**src/rtl/alu_pkg.sv**
```systemverilog
// Shared definitions for the bit-serial ALU controller.
//   WIDTH_DEFAULT : default operand/result width
//   op_t          : operation encoding carried on the 2-bit op port
//   state_t       : controller states
package alu_pkg;

    localparam int WIDTH_DEFAULT = 8;

    typedef enum logic [1:0] {
        OP_AND = 2'b00,
        OP_OR  = 2'b01,
        OP_ADD = 2'b10,
        OP_SUB = 2'b11
    } op_t;

    typedef enum logic [1:0] {
        IDLE = 2'b00,
        RUN  = 2'b01,
        DONE = 2'b10
    } state_t;

endpackage

```
**src/rtl/alu_1bit.sv**
```systemverilog
// One-bit ALU slice used as the serial datapath.
//   a, b : operand bits of the current position
//   cin  : carry into this position
//   op   : operation (op_t)
//   y    : result bit
//   cout : carry out of this position (0 for logic ops)
module alu_1bit
    import alu_pkg::*;
(
    input  logic a,
    input  logic b,
    input  logic cin,
    input  op_t  op,
    output logic y,
    output logic cout
);

    logic b_eff;

    always_comb begin
        y     = 1'b0;
        cout  = 1'b0;
        // SUB is A + ~B + 1; the +1 enters as the initial carry.
        b_eff = (op == OP_SUB) ? ~b : b;
        case (op)
            OP_AND: y = a & b;
            OP_OR:  y = a | b;
            default: begin
                y    = a ^ b_eff ^ cin;
                cout = (a & b_eff) | (a & cin) | (b_eff & cin);
            end
        endcase
    end

endmodule

```
**src/rtl/serial_alu_ctrl.sv**
```systemverilog
// Bit-serial ALU controller: accepts an operation, processes one bit per
// clock LSB first through a single alu_1bit slice, then publishes the
// result and flags.
//   clk, reset      : clock, asynchronous active-high reset
//   start           : request strobe, accepted when start && ready
//   a, b, op        : operands and operation, sampled on accept
//   abort           : cancels an operation in RUN
//   ready           : high in IDLE and DONE
//   done            : one-cycle pulse in DONE
//   result          : last completed result
//   cout, overflow, zero : flags of the last completed operation
module serial_alu_ctrl
    import alu_pkg::*;
#(
    parameter int WIDTH = WIDTH_DEFAULT
) (
    input  logic             clk,
    input  logic             reset,
    input  logic             start,
    input  logic [WIDTH-1:0] a,
    input  logic [WIDTH-1:0] b,
    input  logic [1:0]       op,
    input  logic             abort,
    output logic             ready,
    output logic             done,
    output logic [WIDTH-1:0] result,
    output logic             cout,
    output logic             overflow,
    output logic             zero
);

    localparam int IDX_W = (WIDTH > 1) ? $clog2(WIDTH) : 1;
    localparam logic [IDX_W-1:0] LAST_IDX = IDX_W'(WIDTH - 1);

    state_t           state, state_nxt;
    logic [IDX_W-1:0] idx;
    logic [WIDTH-1:0] a_q, b_q, work, work_nxt;
    op_t              op_q;
    logic             carry, slice_y, slice_cout;
    logic             accept, last_bit, arith;

    assign ready    = (state != RUN);
    assign done     = (state == DONE);
    assign accept   = start && ready;
    assign last_bit = (idx == LAST_IDX);
    assign arith    = (op_q == OP_ADD) || (op_q == OP_SUB);

    alu_1bit u_slice (
        .a    (a_q[idx]),
        .b    (b_q[idx]),
        .cin  (carry),
        .op   (op_q),
        .y    (slice_y),
        .cout (slice_cout)
    );

    // Work register with the current bit merged in; on the last bit this is
    // the complete result, so it can be published in the same edge.
    always_comb begin
        work_nxt      = work;
        work_nxt[idx] = slice_y;
    end

    always_comb begin
        state_nxt = state;
        case (state)
            IDLE: if (start) state_nxt = RUN;
            RUN: begin
                // Abort wins even on the final bit.
                if (abort)         state_nxt = IDLE;
                else if (last_bit) state_nxt = DONE;
            end
            DONE: state_nxt = start ? RUN : IDLE;
            default: state_nxt = IDLE;
        endcase
    end

    always_ff @(posedge clk or posedge reset) begin
        if (reset) state <= IDLE;
        else       state <= state_nxt;
    end

    always_ff @(posedge clk or posedge reset) begin
        if (reset) begin
            a_q      <= '0;
            b_q      <= '0;
            op_q     <= OP_AND;
            idx      <= '0;
            carry    <= 1'b0;
            work     <= '0;
            result   <= '0;
            cout     <= 1'b0;
            overflow <= 1'b0;
            zero     <= 1'b0;
        end else if (accept) begin
            a_q   <= a;
            b_q   <= b;
            op_q  <= op_t'(op);
            idx   <= '0;
            work  <= '0;
            carry <= (op_t'(op) == OP_SUB);
        end else if (state == RUN && !abort) begin
            work  <= work_nxt;
            carry <= slice_cout;
            idx   <= idx + IDX_W'(1);
            if (last_bit) begin
                result   <= work_nxt;
                cout     <= slice_cout;
                // carry holds the carry into the MSB at this point.
                overflow <= arith ? (carry ^ slice_cout) : 1'b0;
                zero     <= (work_nxt == '0);
            end
        end
    end

endmodule

```
**config.mk**
```make
export PLATFORM = sky130hd
export DESIGN_NAME = serial_alu_ctrl
export DESIGN_NICKNAME = d
export VERILOG_FILES = /design/src/rtl/alu_pkg.sv /design/src/rtl/alu_1bit.sv /design/src/rtl/serial_alu_ctrl.sv
export SDC_FILE = /design/constraint.sdc
export NUM_CORES = 1
export LEC_CHECK = 0
export ABC_AREA = 1
export CAP_MARGIN = 20
export CORE_MARGIN = 8
export CORE_UTILIZATION = 53
export CTS_CLUSTER_SIZE = 14
export DETAILED_ROUTE_END_ITERATION = 12
export PLACE_DENSITY_LB_ADDON = 0.25
export SLEW_MARGIN = 25
export SYNTH_ARGS = -nofsm -noshare
export SYNTH_HDL_FRONTEND = slang
export SYNTH_SLANG_ARGS = --single-unit
```
**constraint.sdc**
```tcl
create_clock -name clk -period 3.12 [get_ports clk]
set_input_delay 0.312 -clock clk [delete_from_list [all_inputs] [get_ports clk]]
set_output_delay 0.312 -clock clk [all_outputs]
set_load 0.03 [all_outputs]
```
==> results of run 1 <==
area by class of cell:
class                   instances  area, µm²  area share (%)
flip-flops and latches         43       1080            41.7
clock buffers                   7       76.3            2.96
clock inverters                 1       5.00           0.194
repair buffers                 37        363            14.1
well taps                      50       62.6            2.42
multi-input cells             182        898            34.8
inverters                      27        101            3.92
sequential cells by signal (all words and copies together), names as in the netlist:
signal,cells
b_q,8
state,2
carry,1
a_q,8
result,8
idx,3
overflow,1
cout,1
zero,1
op_q,2
work,8
cells by family (layout without fill, tap and decap cells):
| group | count (synthesis) | after routing | share of synthesized area [%] |
|---|---|---|---|
| adders and majority gates | 3 | 3 | 2.12 |
| and+or+nand+nor | 136 | 136 | 28.2 |
| buffers and inverters | 37 | 72 | 7.23 |
| xor gates and xnor gates | 2 | 2 | 0.823 |
| DFF | 43 | 43 | 50.6 |
| AOI/OAI and AO/OA | 41 | 41 | 11.1 |
through the flow:
stage	total power, mW	setup WS, ns	util [%]
2_1_floorplan	1.28	0.872	-
3_3_place_gp	1.43	0.633	63.4
3_5_place_dp	1.45	0.567	63.4
4_1_cts	1.79	0.543	65.5
5_1_grt	1.92	0.288	65.5
6_report	1.78	0.558	65.5
how the worst min path moves through the flow:
| stage | from | endpoint | slack, ns | cells past startpoint |
|---|---|---|---|---|
| 3_3_place_gp | overflow | overflow | 0.46 | 2 |
| 6_report | reset | b_q[7] | 0.45 | 3 |
| 3_5_place_dp | a_q[5] | a_q[5] | 0.47 | 2 |
| 2_1_floorplan | a[0] | a_q[0] | 0.42 | 2 |
| 5_1_grt | a_q[1] | a_q[1] | 0.50 | 2 |
| 4_1_cts | reset | b_q[1] | 0.47 | 3 |
per-layer routing:
layer  part of all wire, %  vias to the layer above
li1                      -                      889
met1                    46                      775
met2                    48                       35
met3                   4.1                       10
met4                   2.0                        0
met5                     0                        -
power breakdown:
part | switching, mW | total, mW | internal [mW]
Combinational | 0.450 | 0.705 | 0.255
Clock | 0.179 | 0.337 | 0.157
Sequential | 0.0708 | 0.736 | 0.665
Total | 0.701 | 1.78 | 1.08
placed cells by master (no fill, tap or decap), types with 3 or more instances in the layout:
master and count:
nand3_2 3, nand2_4 3, nand2_1 100, o22ai_1 7, nor2_1 12, inv_1 26
o21ai_2 3, dfrtp_1 43, nand3_1 10, clkbuf_8 5, nand2_2 5, clkdlybuf4s50_1 34
buf_4 3, o21ai_0 25
critical path: cells and delay by family (launching register included):
family	cells	cell delay [ns]
AND/OR/NAND/NOR	11	1.18
flip-flops	1	0.44
adder cells (fa/ha/maj)	1	0.43
buffers and inverters	1	0.26
XOR/XNOR	1	0.19
==> metrics.md, run 1 <==
| Metric | Value |
|---|---|
| Outcome | `finished clean` |
| Global-route track usage on met1 | `18.4%` |
| Final nets | `321` |
| Layout cell share with drive strength beyond 1 | `9.09%` |
| Placed instance area | `2500 µm²` |
| Final hold vios | `0` |
| Setup crit end kind | `flip-flop` |
| Most numerous cell in the Yosys netlist | `nand2_1` |
| VDD IR max | `0.330 mV` |
| Top-area cell type share of the netlist area | `50.6%` |
| Via count | `1709` |
| Synth Instances | `262` |
| Hold Path Class | `in2async` |
| Sequential area share after synthesis | `50.6%` |
| Slowest CP cell | `dfrtp_1` |
| Lkg Pwr | `1.28 nW` |
| Final hold slack | `0.449 ns` |
| Cells after DPL | `339` |
| Post-layout instance area | `2580 µm²` |
| Cell row count | `23` |
| Largest net degree at the start of global routing | `44` |
| CTS Hold Bufs | `0` |
| Worst r2r dst | `zero` |
| Synth Flop Type | `dfrtp_1` |
| R2R Setup Slk | `0.56 ns` |
| Max-cap violations | `0` |
| DRC | `0` |
| Crit-path most repeated cell | `nand2_1` |
| H-tree depth | `2` |
| Initial antenna violation count | `0` |
| Global-route wire length before repair | `7660 µm` |
| Post-synthesis async set-or-reset flop share | `100%` |
| TritonRoute pass-1 iters | `5` |
| Grt met3 use | `3.49%` |
| EDFF count, synth | `0` |
| Layout Skew | `0.00332 ns` |
| Setup crit start kind | `flip-flop` |
| Core ar. | `3940 µm²` |
| Relative slew slack | `50.4%` |
| Die area | `6300 µm²` |
| Antenna cells | `0` |
| Slew Viols, Final | `0` |
| Synth warn | `0` |
| Mapped cell area | `2130 µm²` |
| Worst path arrival time | `2.80 ns` |
| Crit share post-route | `82.1%` |
| Worst Tran Pin Value | `0.743 ns` |
| Fmax achieved | `390 MHz` |
| DRT antenna net count | `0` |
| M2 GR Usage | `24.7%` |
| Area grow syn2layout | `21.3%` |
| Slowest Stage Delay on Critical Path | `0.44 ns` |
| Post-CTS Setup Inserts | `0` |
| Min Tclk post-route | `2.56 ns` |
| Worst Setup SP | `idx[0]` |
| CTS sink count | `43` |
| Num CTS Buffers | `5` |
| Clock network latency to the later pin of the worst-skew pair | `0.29 ns` |
| Initial Util | `54.0%` |
| Die Wd | `79.4 µm` |
| Resize count post-CTS | `0` |
| P per Cell Area | `688 nW/µm²` |
| Area contributors post-synth | `dfrtp_1, nand2_1, o21ai_0, inv_1, nand3_1` |
| Die height | `79.4 µm` |
| Wire per inst | `12.6 µm` |
| Vias per cell | `4.93` |
| IO Count | `35` |
| CTS tree | `yes` |
| 1st-iter DRT viols | `60` |
| Syn Area/Cell | `8.12 µm²` |
| Layout fillers | `348` |
| Final setup fails | `0` |
| Clk root buf | `clkbuf_8` |
| Worst setup endpoint | `zero` |
| Critical Path RT | `3.35 ns` |
| Distinct cells, synth | `25` |
| FF+latch count, synth | `43` |
| RSZ-0062 raised after global routing | `no` |
| Port bufs | `34` |
| Non-filler cells, final | `347` |
| Syn_nets | `287` |
| Reg2Reg Depth | `14` |
| Routability cong. | `0.792` |
| Synth cell count leaders | `nand2_1, dfrtp_1, inv_1, o21ai_0, nor2_1` |
| Vias in the first global route | `1733` |
| Total GRT Usage | `15.2%` |
| Crit path max fanout | `17` |
| Routed WL | `4370 µm` |
| Setup TNS | `0 ns` |
| Cell accounting for the most synthesized area | `dfrtp_1` |
| Reg-to-Reg Start | `idx[0]` |
| DPL Wire Length | `3180 µm` |
| Total gr overflow | `0` |
| Clock Path Buffers | `2` |
| Gr busiest metal | `met2` |
| Clock slew at reported path FFs | `0.08 ns` |
| CP cell instances | `inv_2, nand2_1, nand3_2, nand2_2, nor2_2, xor2_1, fa_1, nand2_1, nand3_1, nand2_1, nand3_1, nor2_1, nand2_1, nand2_1` |
| CP Class | `reg2reg` |
(Power assumes the default switching activity.)
==> run 2: changes to the inputs <==
==> constraint.sdc (replaced) <==
create_clock -name clk -period 2.65 [get_ports clk]
set_input_delay 0.265 -clock clk [delete_from_list [all_inputs] [get_ports clk]]
set_output_delay 0.265 -clock clk [all_outputs]
set_load 0.03 [all_outputs]
==> metrics.md, run 2 (synthesis results as in run 1) <==
| Metric | Value |
|---|---|
| CP Class | `reg2reg` |
| Die Wd | `79.4 µm` |
| 1st-iter DRT viols | `94` |
| Antenna cells | `0` |
| CP cell instances | `nand2_1, nand3b_4, nand2_2, nor2_2, xor2_1, fa_1, nand2_2, nand3_1, nand2_1, nand3_1, nor2_1, nand2_1, nand2_1` |
| Num CTS Buffers | `5` |
| Setup TNS | `0 ns` |
| Routed WL | `4410 µm` |
| Final Total Pwr | `2.23 mW` |
| Vias in the first global route | `1776` |
| Via count | `1769` |
| Die height | `79.4 µm` |
| Lkg Pwr | `1.30 nW` |
| Largest net degree at the start of global routing | `44` |
| Crit share post-route | `89.7%` |
| Most frequent cells in the layout | `nand2_1, dfrtp_1, clkdlybuf4s50_1, inv_1, o21ai_0` |
| Total GRT Usage | `15.6%` |
| Clock slew at reported path FFs | `0.09 ns` |
| Resize count post-CTS | `0` |
| Global-route wire length before repair | `7910 µm` |
| Port bufs | `34` |
| Commonest non-fill, non-tap cell in the layout | `nand2_1` |
| Worst Tran Pin Value | `0.528 ns` |
| CTS tree | `yes` |
| DRC | `0` |
| Core ar. | `3940 µm²` |
| Initial antenna violation count | `0` |
| Fmax achieved | `421 MHz` |
| Slowest CP cell | `dfrtp_1` |
| Final hold vios | `0` |
| Outcome | `finished clean` |
| H-tree depth | `2` |
| Layout fillers | `331` |
| Layout Skew | `0.0119 ns` |
| Area grow syn2layout | `23.7%` |
| Die area | `6300 µm²` |
| TritonRoute pass-1 iters | `4` |
| Slew Viols, Final | `0` |
| Reg2Reg Depth | `13` |
| Initial Util | `54.0%` |
| Setup crit end kind | `flip-flop` |
| Final setup fails | `0` |
| Setup crit start kind | `flip-flop` |
| Hold Path Class | `in2async` |
| Worst path arrival time | `2.63 ns` |
| Max-cap violations | `0` |
| Post-CTS Setup Inserts | `0` |
| CTS sink count | `43` |
| RSZ-0062 raised after global routing | `no` |
| VDD IR max | `0.483 mV` |
| Final nets | `323` |
| Min Tclk post-route | `2.38 ns` |
| Crit-path most repeated cell | `nand2_1` |
| Wire per inst | `12.6 µm` |
| Layout cell share with drive strength beyond 1 | `11.0%` |
| DRT antenna net count | `0` |
| Cell row count | `23` |
| IO Count | `35` |
| Critical Path RT | `2.90 ns` |
| Relative slew slack | `64.8%` |
| CTS Hold Bufs | `0` |
| Total gr overflow | `0` |
| Final Core Density | `66.8%` |
| P per Cell Area | `846 nW/µm²` |
| DPL Wire Length | `3280 µm` |
| Clock Path Buffers | `2` |
| Clk root buf | `clkbuf_8` |
| Slowest Stage Delay on Critical Path | `0.45 ns` |
| Routability cong. | `0.814` |
| Crit path max fanout | `7` |
| Clock network latency to the later pin of the worst-skew pair | `0.30 ns` |
| Vias per cell | `5.07` |
-- run 2: critical path: cells and delay by family (launching register included) --
kind,cells,cell delay (ns)
xor gates and xnor gates,1,0.19
adders and majority gates,1,0.45
DFF,1,0.45
and+or+nand+nor,11,1.23
-- run 2: worst paths after layout --
kind | startpoint | end | slack, ns
setup / recovery | idx[1] | zero | 0.27
hold / removal | reset | op_q[1] | 0.39
setup reg to reg | idx[1] | zero | 0.27
hold reg to reg | result[7] | result[7] | 0.49
max in group asynchronous | reset | idx[0] | 1.87
min in group clk | result[7] | result[7] | 0.49
-- run 2: layout make-up --
| class | instances | area (µm²) | area share, % |
|---|---|---|---|
| repair buffers | 39 | 378 | 14.4 |
| flip-flops and latches | 43 | 1080 | 40.9 |
| well taps | 50 | 62.6 | 2.38 |
| clock inverters | 3 | 43.8 | 1.66 |
| clock buffers | 5 | 68.8 | 2.61 |
| multi-input cells | 182 | 901 | 34.2 |
| inverters | 27 | 101 | 3.85 |
-- run 2: metrics by stage --
| step | cell area (µm²) | setup WS [ns] | std cells | hold slack, ns |
|---|---|---|---|---|
| finish | 2630 | 0.274 | 349 | 0.392 |
| global route | 2630 | 0.0501 | 349 | 0.448 |
| CTS | 2630 | 0.157 | 349 | 0.412 |
| detailed placement | 2520 | 0.185 | 341 | 0.471 |
| global placement | 2520 | 0.224 | 341 | 0.469 |
| floorplan | 2130 | 0.402 | 262 | 0.375 |
-- run 2: per-layer routing --
layer	GRT usage [%]	wire length, µm
met1	19.2	2070
met2	24.4	2020
met3	5.18	232
met4	7.04	87
met5	0	0
-- run 2: power breakdown --
| group | switching (mW) | internal, mW |
|---|---|---|
| sequential | 0.0903 | 0.784 |
| combinational | 0.529 | 0.311 |
| clock | 0.233 | 0.281 |
| total | 0.852 | 1.38 |
